===== src/rtl/ps2_line_assembler.sv =====
// rtl/ps2_line_assembler.sv - double-buffered PS2 line assembler with backspace and overflow/drop reporting
module ps2_line_assembler #(
    parameter int                MAX_CHARS  = 32,
    parameter int                CHAR_W     = 8,
    parameter int                LINE_W     = MAX_CHARS * CHAR_W,
    parameter int                LEN_W      = $clog2(MAX_CHARS + 1),
    parameter logic [CHAR_W-1:0] ENTER_CODE = 8'h0D,
    parameter logic [CHAR_W-1:0] BKSP_CODE  = 8'h08
) (
    input  logic              clock,
    input  logic              resetn,
    input  logic [CHAR_W-1:0] input_character,
    input  logic              input_made,
    input  logic              line_ack,
    output logic [LINE_W-1:0] line_content,
    output logic [LEN_W-1:0]  line_length,
    output logic              line_ready,
    output logic [LINE_W-1:0] edit_content,
    output logic [LEN_W-1:0]  edit_length,
    output logic              overflow,
    output logic [7:0]        dropped_count
);

    typedef enum logic {
        EDIT  = 1'b0,
        READY = 1'b1
    } state_t;

    state_t              state_q, state_d;
    logic                made_q;
    logic [LINE_W-1:0]   edit_buf_q, edit_buf_d;
    logic [LEN_W-1:0]    edit_len_q, edit_len_d;
    logic [LINE_W-1:0]   line_buf_q, line_buf_d;
    logic [LEN_W-1:0]    line_len_q, line_len_d;
    logic                overflow_q, overflow_d;
    logic [7:0]          dropped_q, dropped_d;

    logic                strobe;
    logic                is_enter;
    logic                is_bksp;
    logic                commit;

    // State, buffers and the input_made edge detector; reset discards any unacked line
    always_ff @(posedge clock) begin
        if (!resetn) begin
            state_q    <= EDIT;
            made_q     <= 1'b0;
            edit_buf_q <= '0;
            edit_len_q <= '0;
            line_buf_q <= '0;
            line_len_q <= '0;
            overflow_q <= 1'b0;
            dropped_q  <= '0;
        end else begin
            state_q    <= state_d;
            made_q     <= input_made;
            edit_buf_q <= edit_buf_d;
            edit_len_q <= edit_len_d;
            line_buf_q <= line_buf_d;
            line_len_q <= line_len_d;
            overflow_q <= overflow_d;
            dropped_q  <= dropped_d;
        end
    end

    // Decode one character per rising strobe edge and work out the next buffer/FSM state
    always_comb begin
        state_d    = state_q;
        edit_buf_d = edit_buf_q;
        edit_len_d = edit_len_q;
        line_buf_d = line_buf_q;
        line_len_d = line_len_q;
        overflow_d = overflow_q;
        dropped_d  = dropped_q;
        commit     = 1'b0;

        strobe   = input_made && !made_q;
        is_enter = (input_character == ENTER_CODE);
        is_bksp  = (input_character == BKSP_CODE);

        if (strobe) begin
            if (is_enter) begin
                // Empty lines are never committed nor counted as drops
                if (edit_len_q != '0) begin
                    // An ack arriving with the Enter frees the committed slot in time
                    if (state_q == EDIT || line_ack) begin
                        commit = 1'b1;
                    end else if (dropped_q != 8'hFF) begin
                        dropped_d = dropped_q + 8'd1;
                    end
                end
            end else if (is_bksp) begin
                if (edit_len_q != '0) begin
                    edit_len_d = edit_len_q - LEN_W'(1);
                    for (int i = 0; i < MAX_CHARS; i++) begin
                        if (LEN_W'(i) == edit_len_q - LEN_W'(1)) begin
                            edit_buf_d[i*CHAR_W +: CHAR_W] = '0;
                        end
                    end
                end
            end else begin
                if (edit_len_q == LEN_W'(MAX_CHARS)) begin
                    overflow_d = 1'b1;
                end else begin
                    edit_len_d = edit_len_q + LEN_W'(1);
                    for (int i = 0; i < MAX_CHARS; i++) begin
                        if (LEN_W'(i) == edit_len_q) begin
                            edit_buf_d[i*CHAR_W +: CHAR_W] = input_character;
                        end
                    end
                end
            end
        end

        if (commit) begin
            line_buf_d = edit_buf_q;
            line_len_d = edit_len_q;
            edit_buf_d = '0;
            edit_len_d = '0;
            overflow_d = 1'b0;
            state_d    = READY;
        end else if (state_q == READY && line_ack) begin
            // Committed line stays visible after the ack; only the ready flag drops
            state_d = EDIT;
        end
    end

    assign line_content  = line_buf_q;
    assign line_length   = line_len_q;
    assign line_ready    = (state_q == READY);
    assign edit_content  = edit_buf_q;
    assign edit_length   = edit_len_q;
    assign overflow      = overflow_q;
    assign dropped_count = dropped_q;

endmodule


===== config.mk =====
export PLATFORM = sky130hd
export DESIGN_NAME = ps2_line_assembler
export DESIGN_NICKNAME = d
export VERILOG_FILES = /design/src/rtl/ps2_line_assembler.sv
export SDC_FILE = /design/constraint.sdc
export NUM_CORES = 1
export LEC_CHECK = 0
export CAP_MARGIN = 30
export CORE_AREA = 3 3 212 214
export DETAILED_ROUTE_END_ITERATION = 16
export DIE_AREA = 0 0 215 217
export GPL_TIMING_DRIVEN = 0
export PLACE_DENSITY = 0.76
export SLEW_MARGIN = 20
export SYNTH_ARGS = -nofsm -noshare
export SYNTH_HDL_FRONTEND = slang
export SYNTH_SLANG_ARGS = --single-unit

===== constraint.sdc =====
create_clock -name clock -period 7.1 [get_ports clock]
set_input_delay 0.71 -clock clock [delete_from_list [all_inputs] [get_ports clock]]
set_output_delay 0.71 -clock clock [all_outputs]
set_load 0.05 [all_outputs]

After elaboration in Yosys (flattened, before gate mapping)
Cells that the tools add are included.
{"block": "op_classes", "n_reduce_logical": 76, "bitwise": 5, "magnitude_cmp": 0, "n_shift": 0, "n_eq_ne": 100, "n_addsub": 3, "n_mul": 0, "n_div": 0, "n_mux": 76}
{"operator": "two-way mux 256 bit", "n": 3}
{"operator": "two-way mux 8 bit", "n": 64}
{"operator": "equality test 5 x 6 -> 1 bit, first input constant", "n": 32}
{"operator": "AND reduction 6 bit", "n": 32}
{"operator": "equality test 4 x 6 -> 1 bit, first input constant", "n": 16}
{"operator": "!= test 2 x 1 -> 1 bit, second input constant", "n": 33}
{"operator": "nonzero test 2 bit", "n": 33}
{"operator": "equality test 3 x 6 -> 1 bit, first input constant", "n": 8}
{"operator": "equality test 2 x 6 -> 1 bit, first input constant", "n": 4}
{"operator": "two-way mux 6 bit", "n": 3}
{"operator": "equality test 8 x 4 -> 1 bit, second input constant", "n": 2}
{"operator": "equality test 1 x 6 -> 1 bit, first input constant", "n": 2}
{"operator": "logical NOT 6 bit", "n": 2}
{"operator": "adder 8 x 1 -> 8 bit, second input constant", "n": 1}
{"operator": "!= test 8 bit, second input constant", "n": 1}
{"operator": "AND reduction 4 bit", "n": 2}
{"operator": "adder 6 x 1 -> 6 bit, second input constant", "n": 1}
{"operator": "equality test 6 bit, second input constant", "n": 1}
{"operator": "two-way mux 1 bit", "n": 6}
{"operator": "nonzero test 6 bit", "n": 1}
{"operator": "subtractor 6 x 1 -> 6 bit, second input constant", "n": 1}
{"operator": "NOT 1 bit", "n": 5}
{"operator": "AND reduction 5 bit", "n": 1}
{"operator": "logical AND 1 bit", "n": 2}
{"operator": "4 further kinds", "n": 4}
{"block": "totals", "latch_bits": 0, "elab_cells": 299, "n_memories": 0, "ram_bits": 0, "ff_bits": 535, "out_inout_bits": 534, "romBits": 0}

Longest topological paths before layout
{"block": "depth", "ltp_word": 7, "mapped_depth": 14, "ltp_nobuf": 10}

Worst setup path before layout
No wires, ideal clock.
{"block": "synth_timing", "path_kind": "input port to flip-flop", "from": "in input_character[0]", "to": "reg edit_buf_q[107], in the netlist edit_content[107]", "setup_slack_ps": 3629, "setup_time_ps": 117, "required_ps": 6983, "t_arrival_ps": 3354, "path_stages": 13, "n_path_buf": 5, "path_cell_list": "buf_2 > nor4_2 > nand2_2 > inv_1 > buf_2 > clkbuf_1 > ha_1 > nor2b_1 > clkbuf_1 > and4b_1 > and3_1 > clkbuf_1 > a32o_1"}
{"block": "synth_via", "elab_chain_len": 4}
{"item": "start: declaration", "line_no": "12", "rtl": "input logic [CHAR_W-1:0] input_character,"}
{"item": "equality test 8 x 4 -> 1 bit", "line_no": "78", "rtl": "is_enter = (input_character == ENTER_CODE);"}
{"item": "two-way mux 1 bit", "line_no": "82", "rtl": "if (is_enter) begin"}
{"item": "two-way mux 1 bit", "line_no": "81", "rtl": "if (strobe) begin"}
{"item": "OR reduction 2 bit (no line)"}
{"item": "end signal: assignment", "line_no": "57", "rtl": "edit_buf_q <= edit_buf_d;"}
{"item": "end: declaration", "line_no": "31", "rtl": "logic [LINE_W-1:0] edit_buf_q, edit_buf_d;"}
Parallel ways exist; a longest one is shown, timed or not.
A chain may end at the register's enable or synchronous reset.

Final worst setup path
{"block": "layout_timing", "from": "in input_character[3]", "to": "reg edit_buf_q[179], in the netlist edit_content[179]"}
Same word-level chain as after synthesis.

==> flow_metrics.env <==
export IMPL_syn_inst=2325
export IMPL_die_h_um=217
export IMPL_htreeDepth=2
export IMPL_hpwl_um=64800
export IMPL_cts_tree="done"
export IMPL_totalPowerFinal_mw=6.11
export IMPL_startpoint="input_character[3]"
export IMPL_finalCritPeriodShare_pct=74.1
export IMPL_max_freq_mhz=190
export IMPL_dieWidth_um=215
export IMPL_ant_nets=0
export IMPL_diodes=0
export IMPL_row_count=76
export IMPL_grt_max_degree=15
export IMPL_yosysTopAreaCell="dfxtp_1"
export IMPL_worstPathArrival_ns=5.74
export IMPL_drc=0
export IMPL_synthArstFlopShare_pct=0
export IMPL_synthTopCellsByArea="dfxtp_1, nand2_1, a21boi_0, o21ai_0, nand3_1"
export IMPL_required_ns=7.58
export IMPL_report_final_slew_viol_count=0
export IMPL_ys_seq_area_share_pct=52.7
export IMPL_ff2ff_path_depth=13
export IMPL_p_int_mw=4.68
export IMPL_final_hold_violation_count=0
export IMPL_cts_resized=0
export IMPL_yosys_warnings=0
export IMPL_numCtsBuffers=53
export IMPL_tns_ns=0
export IMPL_outcome="complete, no violations"
export IMPL_hold_path_depth=2
export IMPL_r2r_slack_ns=2.53
export IMPL_grt_pass1_wl_um=125000
export IMPL_drive_gt1_share_pct=6.18
export IMPL_fin_skew_ns=0.0208
export IMPL_nets=2944
export IMPL_setup_viol=0
export IMPL_seqPwrFrac_pct=49.4
export IMPL_gp_congestion=0.954
export IMPL_met3_usage_pct=8.04
export IMPL_clkPwrFrac_pct=45.2
export IMPL_postCtsHoldBufs=0
export IMPL_ys_flop_type="dfxtp_1"
export IMPL_cp_end_kind="flop"
export IMPL_synth_distinct_cells=69
export IMPL_vias_per_cell=5.68
export IMPL_hold_class="reg -> reg"
export IMPL_syn_num_nets=2344
export IMPL_clock_sinks=535
export IMPL_ioPinCount=546
export IMPL_dieArea_um2=46700
export IMPL_grt_util_met1_pct=44.1
export IMPL_netSwitchingFraction_pct=23.5
export IMPL_grt_met2_usage_pct=58.3
export IMPL_finish_utilization_pct=65.5
export IMPL_reg2reg_to="edit_content[223]$_SDFFE_PP0P_"
export IMPL_core_area_um2=43100
export IMPL_rsz0062_at_grt="false"
export IMPL_yosys_top_cells_count="nand2_1, dfxtp_1, a21boi_0, o21ai_0, nand3_1"
export IMPL_drt_pass1_iter_count=5
export IMPL_worst_pin_slew_ns=1.02
export IMPL_synth_area_per_cell_um2=8.74
export IMPL_synth_most_common_cell="nand2_1"
export IMPL_max_vdd_ir_drop_uv=200
export IMPL_clockRootBuffer="clkbuf_16"
export IMPL_yosysTopAreaCellShare_pct=52.7
export IMPL_wire_per_inst_um=24.2
export IMPL_cellPowerDensity_nw_per_um2=217
export IMPL_finalWirelength_um=85600
export IMPL_finalCriticalPeriod_ns=5.26
export IMPL_clk_latency_ns=0.60
export IMPL_drtIter0Drc=1706
export IMPL_gr_usage_all_layers_pct=35.0
export IMPL_syn2layout_area_growth_pct=38.8
export IMPL_grt_pass1_vias=19300
export IMPL_io_buffers=543
export IMPL_syn_cell_area_um2=20300
export IMPL_r2r_start="edit_length[1]$_SDFFE_PP0P_"
export IMPL_max_slew_margin_rel_pct=31.7
export IMPL_maxCapViolations=0
export IMPL_p_sw_mw=1.44
export IMPL_n_fill_cell=3605
export IMPL_grt_overflow=0
export IMPL_worstSetupEndpoint="edit_content[179]$_SDFFE_PP0P_"
export IMPL_setup_worst_path_start_class="input pin"
export IMPL_cp_max_fo=10
export IMPL_p_comb_share_pct=5.3
export IMPL_initial_core_util_pct=47.2
export IMPL_synth_edff_count=0
export IMPL_p_leak_nw=9.64
export IMPL_busiest_layer="met2"
export IMPL_worstSetupPathType="in -> reg"
export IMPL_post_cts_setup_buffer_count=0
export IMPL_antenna_found_initial=4
export IMPL_vias=20100
export IMPL_clkSlewWorstSetupHoldPaths_ns=0.06
export IMPL_clk_path_buf_depth=3
export IMPL_synth_seq_cells=535
-- critical path: stages --
cell and delay, ns:
clkdlybuf4s50_1 0.72, nor4b_4 0.67, nand2_2 0.29, inv_1 0.35, buf_2 0.38, clkbuf_1 0.50
ha_1 0.26, nor2b_1 0.05, clkbuf_1 0.32, and4b_1 0.42, and3_1 0.31, clkbuf_1 0.40
a32o_1 0.35
-- through the flow --
stage / setup WS [ns] / instances / cell area [µm²] / hold slack (ns)
floorplan: 3.63 / 2325 / 20300 / 0.556
global placement: 1.46 / 3453 / 26500 / 0.451
detailed placement: 1.47 / 3454 / 26500 / 0.456
CTS: 2.08 / 3543 / 28200 / 0.464
global route: 1.81 / 3544 / 28200 / 0.477
finish: 1.84 / 3544 / 28200 / 0.462
-- cell usage in the layout (no fill, tap or decap), drive strengths merged, types with 10 or more instances in the layout --
cell type / netlist / layout
a21boi: 263 / 263
a21oi: 23 / 23
a32o: 11 / 11
and2: 12 / 12
buf: 91 / 93
clkbuf: 110 / 182
clkdlybuf4s50: 0 / 543
clkinv: 0 / 14
dfxtp: 535 / 535
mux2i: 67 / 67
nand2: 562 / 562
nand3: 156 / 156
nor2: 104 / 104
nor2b: 10 / 10
nor3: 18 / 18
nor4: 15 / 15
o211ai: 35 / 35
o21ai: 181 / 181
xnor2: 10 / 10
-- worst min-delay path by stage --
| stage | start | endpoint | slack (ns) |
|---|---|---|---|
| floorplan | made_q$_SDFF_PN0_ | overflow$_SDFFE_PP0P_ | 0.56 |
| global placement | line_content[69]$_SDFFE_PN0P_ | line_content[69]$_SDFFE_PN0P_ | 0.45 |
| detailed placement | line_content[64]$_SDFFE_PN0P_ | line_content[64]$_SDFFE_PN0P_ | 0.46 |
| CTS | line_content[64]$_SDFFE_PN0P_ | line_content[64]$_SDFFE_PN0P_ | 0.46 |
| global route | line_content[172]$_SDFFE_PN0P_ | line_content[172]$_SDFFE_PN0P_ | 0.48 |
| finish | line_content[64]$_SDFFE_PN0P_ | line_content[64]$_SDFFE_PN0P_ | 0.46 |
-- metal layers --
| layer | vias up | wire length, µm |
|---|---|---|
| li1 | 9117 | - |
| met1 | 9855 | 34600 |
| met2 | 942 | 40100 |
| met3 | 194 | 7320 |
| met4 | 8 | 3480 |
| met5 | - | 52 |
-- area by class of cell --
class / instances / area [µm²] / area share (%)
buffer: 201 / 857 / 3.04
clock inverter: 17 / 171 / 0.608
inverter: 7 / 26.3 / 0.0931
sequential: 535 / 10700 / 38.0
clock buffer: 72 / 1510 / 5.35
timing repair buffer: 545 / 5470 / 19.4
tap: 585 / 732 / 2.59
multi-input combinational: 1582 / 8740 / 31.0
-- power groups by stage --
| stage | clock [mW] | combinational [mW] | sequential, mW |
|---|---|---|---|
| after floorplan | 0 | 0.146 | 3.11 |
| after global placement | 0 | 0.311 | 3.09 |
| after detailed placement | 0 | 0.314 | 3.09 |
| after CTS | 2.77 | 0.315 | 3.02 |
| after global routing | 2.90 | 0.335 | 3.02 |
| final | 2.77 | 0.327 | 3.02 |
-- registers in the layout (all words and copies together) (netlist names) --
signal and cells:
dropped_count 8, line_length 6, made_q 1, edit_content 256, line_ready 1, overflow 1, line_content 256, edit_length 6
-- cells by family (layout without fill, tap and decap cells) --
family,count (synthesis),count (layout),synth area share (%)
AOI/OAI and AO/OA,566,566,18.9
DFF,535,535,52.7
muxes,67,67,3.30
and+or+nand+nor,929,929,19.8
xor gates and xnor gates,13,13,0.560
buffers and inverters,208,842,4.35
adders and majority gates,7,7,0.431
(Power assumes the default switching activity.)
